==> src/rtl/mem_arbiter.sv <==
// mem_arbiter: shares one line-wide main-memory port between the I-cache and D-cache.
// One cache is granted per transaction. Its request is registered and held on memory
// until in_mem_ready. The line then returns with a one-cycle ready pulse to that cache.
//
// Optional build macro: MEM_ARB_ROUND_ROBIN_EN
//   defined   : simultaneous I/D requests alternate, using a last_grant register
//   undefined : fixed priority, the D-cache wins every tie
//
// state  | meaning
// IDLE   | sample requests, grant one cache, latch its transaction
// MEM_I  | I-cache transaction held on memory until in_mem_ready
// MEM_D  | D-cache transaction held on memory until in_mem_ready
// RESP   | one-cycle ready pulse and line to the owner
module mem_arbiter #(
  parameter int CACHE_LINE_SIZE = 128,
  parameter int ADDR_WIDTH      = 32
) (
  input  logic                       clk,
  input  logic                       reset,
  input  logic                       in_icache_read_en,
  input  logic [ADDR_WIDTH-1:0]      in_icache_addr,
  output logic [CACHE_LINE_SIZE-1:0] out_icache_read_data,
  output logic                       out_icache_ready,
  input  logic                       in_dcache_read_en,
  input  logic                       in_dcache_write_en,
  input  logic [ADDR_WIDTH-1:0]      in_dcache_addr,
  input  logic [CACHE_LINE_SIZE-1:0] in_dcache_write_data,
  output logic [CACHE_LINE_SIZE-1:0] out_dcache_read_data,
  output logic                       out_dcache_ready,
  output logic                       out_mem_read_en,
  output logic                       out_mem_write_en,
  output logic [ADDR_WIDTH-1:0]      out_mem_addr,
  output logic [CACHE_LINE_SIZE-1:0] out_mem_write_data,
  input  logic [CACHE_LINE_SIZE-1:0] in_mem_read_data,
  input  logic                       in_mem_ready
);

  typedef enum logic [1:0] {
    S_IDLE  = 2'd0,
    S_MEM_I = 2'd1,
    S_MEM_D = 2'd2,
    S_RESP  = 2'd3
  } state_t;

  state_t                     r_state;
  state_t                     w_next;
  logic [ADDR_WIDTH-1:0]      r_addr;
  logic [CACHE_LINE_SIZE-1:0] r_wdata;
  logic [CACHE_LINE_SIZE-1:0] r_rdata;
  logic                       r_is_write;
  logic                       r_owner_d;
  logic                       w_req_i;
  logic                       w_req_d;
  logic                       w_grant_i;
  logic                       w_grant_d;
  logic                       w_in_mem;

  assign w_req_i  = in_icache_read_en;
  assign w_req_d  = in_dcache_read_en | in_dcache_write_en;
  assign w_in_mem = (r_state == S_MEM_I) || (r_state == S_MEM_D);

`ifdef MEM_ARB_ROUND_ROBIN_EN
  logic r_last_d;

  // On a tie, D is granted only if I was the last cache served.
  assign w_grant_d = w_req_d & (~w_req_i | ~r_last_d);

  // Remember the most recently served cache; it is updated once the transaction completes.
  always_ff @(posedge clk) begin
    if (reset) begin
      r_last_d <= 1'b1;
    end else if (r_state == S_RESP) begin
      r_last_d <= r_owner_d;
    end
  end
`else
  // Fixed priority: any D request beats an I request.
  assign w_grant_d = w_req_d;
`endif

  assign w_grant_i = w_req_i & ~w_grant_d;

  // The memory side is driven only from registers, so cache inputs are ignored mid-transaction.
  assign out_mem_addr       = r_addr;
  assign out_mem_write_data = r_wdata;

  // State register.
  always_ff @(posedge clk) begin
    if (reset) begin
      r_state <= S_IDLE;
    end else begin
      r_state <= w_next;
    end
  end

  // Next-state logic and decoded outputs.
  always_comb begin
    w_next               = r_state;
    out_mem_read_en      = 1'b0;
    out_mem_write_en     = 1'b0;
    out_icache_ready     = 1'b0;
    out_dcache_ready     = 1'b0;
    out_icache_read_data = '0;
    out_dcache_read_data = '0;
    case (r_state)
      S_IDLE: begin
        if (w_grant_d) begin
          w_next = S_MEM_D;
        end else if (w_grant_i) begin
          w_next = S_MEM_I;
        end
      end
      S_MEM_I, S_MEM_D: begin
        out_mem_read_en  = ~r_is_write;
        out_mem_write_en = r_is_write;
        if (in_mem_ready) begin
          w_next = S_RESP;
        end
      end
      S_RESP: begin
        if (r_owner_d) begin
          out_dcache_ready     = 1'b1;
          out_dcache_read_data = r_is_write ? '0 : r_rdata;
        end else begin
          out_icache_ready     = 1'b1;
          out_icache_read_data = r_rdata;
        end
        w_next = S_IDLE;
      end
      default: w_next = S_IDLE;
    endcase
  end

  // Latch the granted transaction in IDLE, and capture the returned line in MEM.
  always_ff @(posedge clk) begin
    if (reset) begin
      r_addr     <= '0;
      r_wdata    <= '0;
      r_rdata    <= '0;
      r_is_write <= 1'b0;
      r_owner_d  <= 1'b0;
    end else if (r_state == S_IDLE) begin
      if (w_grant_d) begin
        r_addr     <= in_dcache_addr;
        r_wdata    <= in_dcache_write_data;
        r_is_write <= in_dcache_write_en;
        r_owner_d  <= 1'b1;
      end else if (w_grant_i) begin
        r_addr     <= in_icache_addr;
        r_wdata    <= '0;
        r_is_write <= 1'b0;
        r_owner_d  <= 1'b0;
      end
    end else if (w_in_mem && in_mem_ready) begin
      r_rdata <= in_mem_read_data;
    end
  end

endmodule

==> config.mk <==
export PLATFORM = sky130hd
export DESIGN_NAME = mem_arbiter
export DESIGN_NICKNAME = d
export VERILOG_FILES = /design/src/rtl/mem_arbiter.sv
export SDC_FILE = /design/constraint.sdc
export NUM_CORES = 1
export LEC_CHECK = 0
export BUFFER_PORTS_ARGS = -buffer_cell sky130_fd_sc_hd__buf_2
export CAP_MARGIN = 20
export CORE_AREA = 4 4 284 286
export DETAILED_ROUTE_END_ITERATION = 12
export DIE_AREA = 0 0 288 290
export GPL_TIMING_DRIVEN = 0
export SYNTH_ARGS = -nofsm -noshare
export SYNTH_HDL_FRONTEND = slang
export SYNTH_SLANG_ARGS = --single-unit
==> constraint.sdc <==
create_clock -name clk -period 1.7 [get_ports clk]
set_input_delay 0.255 -clock clk [delete_from_list [all_inputs] [get_ports clk]]
set_output_delay 0.255 -clock clk [all_outputs]
set_load 0.02 [all_outputs]
==> flow_summary.rst, run 1 <==
.. list-table::
   :header-rows: 1

   * - Metric
     - Value
   * - Largest area contributor in the synthesized netlist
     - dfxtp_1
   * - Startpoint of the most critical register-to-register path
     - r_state[0]$_SDFFE_PP0P_
   * - Worst VDD drop
     - 1.15 mV
   * - Ys Warns
     - 0
   * - Peak fanout along the critical path
     - 5
   * - Largest net degree at the start of global routing
     - 14
   * - Post-route ant nets
     - 0
   * - Highest achievable clock rate
     - 416 MHz
   * - Mean instance size in the synthesized netlist
     - 8.77 um^2
   * - Capturing instance or port of the critical path
     - out_dcache_read_data[63]
   * - Root buffer selected by CTS
     - clkbuf_16
   * - Minimum period implied by the final worst setup slack
     - 2.41 ns
   * - Crit path launch type
     - flip-flop
   * - Tightest Pin Transition
     - 0.810 ns
   * - Depth of the worst register-to-register path
     - 10
   * - Setup skew after layout
     - 0.0134 ns
   * - Number of buffers on the longest clock path
     - 3
   * - Final hold viol count
     - 0
   * - # rows
     - 103
   * - DRT Pass-1 Iters
     - 7
   * - RSZ-0062 raised after global routing
     - yes
   * - Count of vias placed by the detailed router
     - 14900
   * - Cell area after synthesis
     - 0.0118 mm^2
   * - Later-pin clock latency in the skew report
     - 0.55 ns
   * - Via/cell ratio
     - 4.15
   * - Kind of capture point of the worst setup path
     - primary output
   * - Sequential standard cell area
     - 0.00585 mm^2
   * - Arrival time at the worst endpoint
     - 2.15 ns
   * - Y dimension of the die
     - 290 um
   * - Worst Setup SP
     - r_state[1]$_SDFFE_PP0P_
   * - Max-cap violation count
     - 0
   * - Required time of the critical path
     - 1.44 ns
   * - Weighted congestion at the end of routability-driven global placement
     - 0.901
   * - Reg2reg end
     - r_rdata[99]$_SDFFE_PP0P_
   * - Share of post-route cells with drive strength above 1
     - 49.2%
   * - Number of sinks on the clock net
     - 292
   * - Reg-to-reg slack, setup
     - -0.18 ns
   * - Most common cell after layout, fill and taps aside
     - buf_2
   * - Pleak
     - 11.3 nW
   * - Status
     - finished with violations
   * - Wire length of the first global-routing pass
     - 100 mm
   * - Total area of multi-input combinational cells
     - 0.00596 mm^2
   * - Slew Limit Headroom
     - 46.0%
   * - Type of the most critical hold path
     - in -> reg
   * - Cell Pwr Density
     - 1100 mW/mm^2
   * - Total of fill cells in the finished design
     - 7724
   * - Wire length per cell after detailed routing
     - 20.4 um
   * - Initial Utilization
     - 15.0%
   * - Most frequent cells in the layout
     - buf_2 (511), dlygate4sd3_1 (318), nand2_1 (291), dfxtp_1 (290), buf_6 (256)
   * - Cells after Synth
     - 1341
   * - Overall overflow remaining after global route
     - 0
   * - Sequential area share after synthesis
     - 49.7%
   * - Pins Over Slew Limit
     - 0
   * - Area share of the largest cell type after synthesis
     - 49.7%
   * - GRT Total Usage
     - 15.8%
   * - Count of unique library cells instantiated by Yosys
     - 28
   * - CP Class
     - reg -> out
   * - Failing checks
     - setup timing
   * - TritonCTS clock tree
     - built
   * - Core Footprint
     - 0.0784 mm^2
   * - Total Routed Length
     - 73.2 mm
   * - Area Growth Syn to Fin
     - 116%
   * - Total Nets Final
     - 2830
   * - IO Port Bufs
     - 743
   * - Die Width
     - 288 um
   * - Total CTS buffers
     - 35
   * - Count of pins on the block boundary
     - 746
   * - Final critical-path share of the clock period
     - 142%
   * - Synthesized netlist net count
     - 1670
   * - Smallest hold slack
     - 0.0546 ns
   * - Power, Total
     - 27.9 mW
   * - Clock transition at the registers of the reported paths
     - 0.06 ns
   * - H-tree levels
     - 2
   * - Setup-failing EPs final
     - 383
   * - Detailed router's first-iteration violation count
     - 663
   * - # DRC
     - 0
   * - Vias in the first global route
     - 15400
   * - Initial antenna violation count
     - 7
   * - Die Footprint
     - 0.0835 mm^2
   * - Cell types with the largest area share after synthesis
     - dfxtp_1 (50%), and2_1 (14%), a22o_1 (9.5%), nand2_1 (9.3%), a21oi_1 (5.6%)
   * - Estimated wirelength of the detail-placed design
     - 47.3 mm
   * - Number of synthesized register bits
     - 292
   * - Final setup slack of the worst path
     - -0.707 ns
-- cells by family (layout without fill, tap and decap cells) --
| family | after synthesis | after routing | share of synthesized area (%) |
|---|---|---|---|
| muxes | 1 | 1 | 0.0851 |
| DFF | 292 | 292 | 49.7 |
| AOI/OAI and AO/OA | 329 | 329 | 19.3 |
| buffers and inverters | 122 | 1308 | 5.79 |
| adders and majority gates | 3 | 3 | 0.319 |
| and+or+nand+nor | 594 | 594 | 24.8 |
| other | 0 | 8 | 0 |
-- repair_timing --
action                                  in CTS  in global routing
setup buffers                               20                 16
endpoints found under the hold margin      289                  0
endpoints found under the setup margin     523                533
resized for setup                          729                317
gates cloned                                24                 12
pin swaps                                   75                 22
hold buffers                               318                  0
-- where the power goes --
part           switching [mW]  total (mW)  leakage (nW)  internal (mW)
sequential               1.03        9.34          2.39           8.31
combinational            5.73        10.6          8.32           4.88
clock                    3.20        7.98         0.592           4.77
total                    9.96        27.9          11.3           18.0
-- flip-flops by register name, summed over array words and instances, names as in the netlist --
register and flops:
r_rdata 128, r_is_write 1, out_mem_addr 32, out_mem_write_data 128
r_owner_d 1, r_state 2
-- through the flow --
step	setup WS, ns	instance area [um^2]	cells	utilization (%)	TNS [ns]
4_1_cts	-0.737	24300	3559	31.0	-177.03
3_3_place_gp	-1.18	16900	3134	21.6	-365.33
5_1_grt	-0.786	25400	3581	32.4	-195.29
3_5_place_dp	-1.19	17000	3135	21.6	-368.50
6_report	-0.707	25400	3585	32.4	-153.63
2_1_floorplan	0.0117	11900	1341	-	0
-- critical path, stage by stage (launching register included) --
cell	delay, ns
dfxtp_2	0.33
ha_4	0.15
and2_4	0.15
nor2b_4	0.13
buf_12	0.15
buf_12	0.12
buf_16	0.13
clkbuf_16	0.15
and2_4	0.15
buf_6	0.12
-- layout make-up --
cell class              instances  area share (%)
diodes                          8          0.0788
plain buffers                 116            6.12
clock buffers                  50            3.94
clock inverters                13           0.822
inverters                       2          0.0394
multi-input cells             927            23.4
flip-flops and latches        292            23.0
well taps                    1050            5.17
repair buffers               1127            37.4
-- Yosys cell counts --
cell      instances
dfxtp_1         292
nand2_1         291
and2_1          258
a21oi_1         131
a22o_1          128
clkbuf_1         65
buf_2            34
nor2_1           34
o21ai_0          34
a311oi_1         32
buf_8            11
buf_6             7
nor2b_1           5
ha_1              3
buf_1             2
inv_1             2
a2111o_1          1
and3b_1           1
buf_4             1
mux2i_1           1
nand2b_1          1
nand3b_1          1
nor2_2            1
nor2_4            1
nor4b_1           1
o21ai_1           1
o31a_4            1
o41ai_1           1
-- layer usage --
layer	vias up	routed length [um]	track usage, %
met5	-	0	0
met4	0	2600	5.58
met3	149	5670	3.94
met2	751	35900	27.7
met1	7113	29100	18.6
li1	6860	-	-
-- worst min path at each step --
stage                                          end                                 from  depth (start not counted)
6_report              out_mem_addr[6]$_SDFFE_PP0P_                    in_dcache_addr[6]                          3
5_1_grt                     r_owner_d$_SDFFE_PP0P_                   in_dcache_write_en                          3
4_1_cts               out_mem_addr[6]$_SDFFE_PP0P_                    in_dcache_addr[6]                          3
3_5_place_dp   out_mem_write_data[80]$_SDFFE_PP0P_  out_mem_write_data[80]$_SDFFE_PP0P_                          1
3_3_place_gp              r_rdata[90]$_SDFFE_PP0P_             r_rdata[90]$_SDFFE_PP0P_                          2
2_1_floorplan   out_mem_write_data[0]$_SDFFE_PP0P_              in_dcache_write_data[0]                          1
No activity file was read; power rests on OpenSTA's default activity.
==> run 2, diff against run 1 <==
==> config.mk (replaced) <==
export PLATFORM = sky130hd
export DESIGN_NAME = mem_arbiter
export DESIGN_NICKNAME = d
export VERILOG_FILES = /design/src/rtl/mem_arbiter.sv
export SDC_FILE = /design/constraint.sdc
export NUM_CORES = 1
export LEC_CHECK = 0
export CAP_MARGIN = 20
export CORE_AREA = 4 4 290 292
export DETAILED_ROUTE_END_ITERATION = 12
export DIE_AREA = 0 0 294 296
export DONT_BUFFER_PORTS = 1
export GPL_TIMING_DRIVEN = 0
export SYNTH_ARGS = -nofsm -noshare
export SYNTH_HDL_FRONTEND = slang
export SYNTH_SLANG_ARGS = --single-unit
==> run 2 against run 1 <==
Against the previous run: the flow still finishes with violations (setup timing); utilization shrank 7.7 points; largest cell class is now multi-input combinational cells; setup slack worse by 0.073 ns; global-route usage decreased by 2.4 points; highest routed layer unchanged; first-iteration DRC count is 9.5% lower; non-clock buffer count down 722; clock power decreased by 11%; critical path type unchanged; flip-flop and latch count stayed put; clock skew is 0.0092 ns higher; critical path depth decreased by 2; clock-buffer cell count shrank 12; via count fell by 18%; combinational power is 24% lower.
==> flow_summary.rst, run 2 (synthesis gave the netlist of run 1 again) <==
.. list-table::
   :header-rows: 1

   * - Metric
     - Value
   * - Slew Limit Headroom
     - 23.3%
   * - Minimum period implied by the final worst setup slack
     - 2.48 ns
   * - Total placed instance area
     - 0.0133 mm^2
   * - Core Footprint
     - 0.0816 mm^2
   * - H-tree levels
     - 1
   * - Vias in the first global route
     - 12100
   * - Wire length per cell after detailed routing
     - 23.0 um
   * - Die Footprint
     - 0.0870 mm^2
   * - Die Width
     - 294 um
   * - Later-pin clock latency in the skew report
     - 0.61 ns
   * - Kind of capture point of the worst setup path
     - primary output
   * - Final setup slack of the worst path
     - -0.779 ns
   * - Initial Utilization
     - 14.4%
   * - Root buffer selected by CTS
     - clkbuf_16
   * - Cell Chain, Critical Path
     - ha_4, and2_4, nor2b_4, buf_12, buf_6, clkbuf_8, and2_2
   * - Setup-failing EPs final
     - 539
   * - Depth of the worst register-to-register path
     - 12
   * - Post-route ant nets
     - 0
   * - Required time of the critical path
     - 1.44 ns
   * - Initial antenna violation count
     - 10
   * - Worst VDD drop
     - 0.864 mV
   * - Via/cell ratio
     - 4.22
   * - Final critical-path share of the clock period
     - 146%
   * - Smallest hold slack
     - 0.0636 ns
   * - IO Port Bufs
     - 0
   * - Delay of the slowest critical-path stage
     - 0.35 ns
   * - Total of fill cells in the finished design
     - 8490
   * - Post-layout utilization of the core
     - 24.7%
   * - Final Cell Area
     - 0.0202 mm^2
   * - Critical-path top delay cell
     - dfxtp_2
   * - Type of the most critical hold path
     - in -> reg
   * - Most frequent cells in the layout
     - dlygate4sd3_1 (324), dfxtp_1 (289), nand2_1 (274), and2_4 (212), a22o_1 (128)
   * - Share of post-route cells with drive strength above 1
     - 28.7%
   * - Status
     - finished with violations
   * - Number of buffers on the longest clock path
     - 3
   * - Estimated wirelength of the detail-placed design
     - 45.0 mm
   * - Pins Over Slew Limit
     - 0
   * - Reg-to-reg slack, setup
     - -0.33 ns
   * - Number of sinks on the clock net
     - 292
   * - Crit path launch type
     - flip-flop
   * - TritonCTS clock tree
     - built
   * - Count of cells along the worst hold path
     - 2
   * - Worst Setup SP
     - r_state[0]$_SDFFE_PP0P_
   * - Largest net degree at the start of global routing
     - 17
   * - # DRC
     - 0
   * - Area Growth Syn to Fin
     - 71.4%
   * - CP Class
     - reg -> out
   * - Most common cell after layout, fill and taps aside
     - dlygate4sd3_1
   * - Overall overflow remaining after global route
     - 0
   * - RSZ-0062 raised after global routing
     - yes
   * - Cell Pwr Density
     - 1290 mW/mm^2
   * - Max-cap violation count
     - 0
   * - # rows
     - 105
   * - Failing checks
     - setup timing
   * - Startpoint of the most critical register-to-register path
     - r_state[0]$_SDFFE_PP0P_
   * - Total Nets Final
     - 2104
   * - GRT Total Usage
     - 13.4%
   * - Y dimension of the die
     - 296 um
   * - Arrival time at the worst endpoint
     - 2.22 ns
   * - Weighted congestion at the end of routability-driven global placement
     - 0.854
   * - Setup skew after layout
     - 0.0226 ns
   * - HP Start
     - reset
   * - Final hold viol count
     - 0
   * - Pleak
     - 7.67 nW
   * - Detailed router's first-iteration violation count
     - 600
   * - Total CTS buffers
     - 31
   * - Tightest Pin Transition
     - 1.15 ns
   * - Wire length of the first global-routing pass
     - 86.7 mm
   * - Highest achievable clock rate
     - 403 MHz
   * - DRT Pass-1 Iters
     - 5
   * - Peak fanout along the critical path
     - 10
   * - Count of pins on the block boundary
     - 746
   * - Clock transition at the registers of the reported paths
     - 0.06 ns
   * - Total Routed Length
     - 66.2 mm
   * - Count of vias placed by the detailed router
     - 12200
## run 2: timing repair
| action | 4_1_cts | 5_1_grt |
|---|---|---|
| hold endpoints to repair | 291 | 0 |
| pin swaps | 12 | 12 |
| buffers inserted | 11 | 42 |
| hold buffers | 324 | 0 |
| cloned | 14 | 12 |
| setup endpoints to repair | 532 | 535 |
| gates resized for setup | 412 | 275 |
## run 2: power breakdown
part | total (mW) | internal (mW) | leakage (nW) | switching (mW)
Clock | 7.13 | 4.12 | 0.529 | 3.01
Combinational | 8.04 | 4.06 | 4.75 | 3.98
Sequential | 10.9 | 8.31 | 2.39 | 2.60
## run 2: metal layers
layer	global-route usage (%)	wire [um]	vias to the layer above
met5	0	0	-
met4	4.85	2810	0
met3	4.30	6390	167
met2	23.4	32000	793
met1	15.5	25000	5786
li1	-	-	5409
## run 2: worst paths after layout
check	endpoint
max	out_dcache_read_data[13]
min	out_mem_addr[1]$_SDFFE_PP0P_
max reg2reg	out_mem_write_data[105]$_SDFFE_PP0P_
min reg2reg	r_rdata[16]$_SDFFE_PP0P_
## run 2: area by class of cell
type	count	area [um^2]	share of cell area [%]
antenna	12	30.0	0.149
clock inverter	17	208	1.03
clock buffer	38	842	4.18
buffer	117	1370	6.78
multi-input combinational	927	5980	29.6
inverter	2	10.0	0.0497
sequential	292	5850	29.0
timing repair buffer	404	4540	22.5
tap	1070	1340	6.64
## run 2: worst max-delay path, delay by kind of cell (launching register included)
kind | cells | cell delay, ns
simple gates | 3 | 0.62
buf+inv | 3 | 0.51
flops | 1 | 0.35
fa+ha+maj | 1 | 0.13
## run 2: stage by stage
| stage | power (mW) | setup WS, ns | setup TNS (ns) | cells |
|---|---|---|---|---|
| after floorplan | 13.9 | 0.0117 | 0 | 1341 |
| after global placement | 15.8 | -1.45 | -423.15 | 2411 |
| after detailed placement | 15.9 | -1.41 | -329.38 | 2416 |
| after CTS | 24.6 | -0.883 | -224.00 | 2820 |
| after global routing | 27.1 | -0.923 | -278.41 | 2873 |
| final | 26.1 | -0.779 | -228.68 | 2879 |
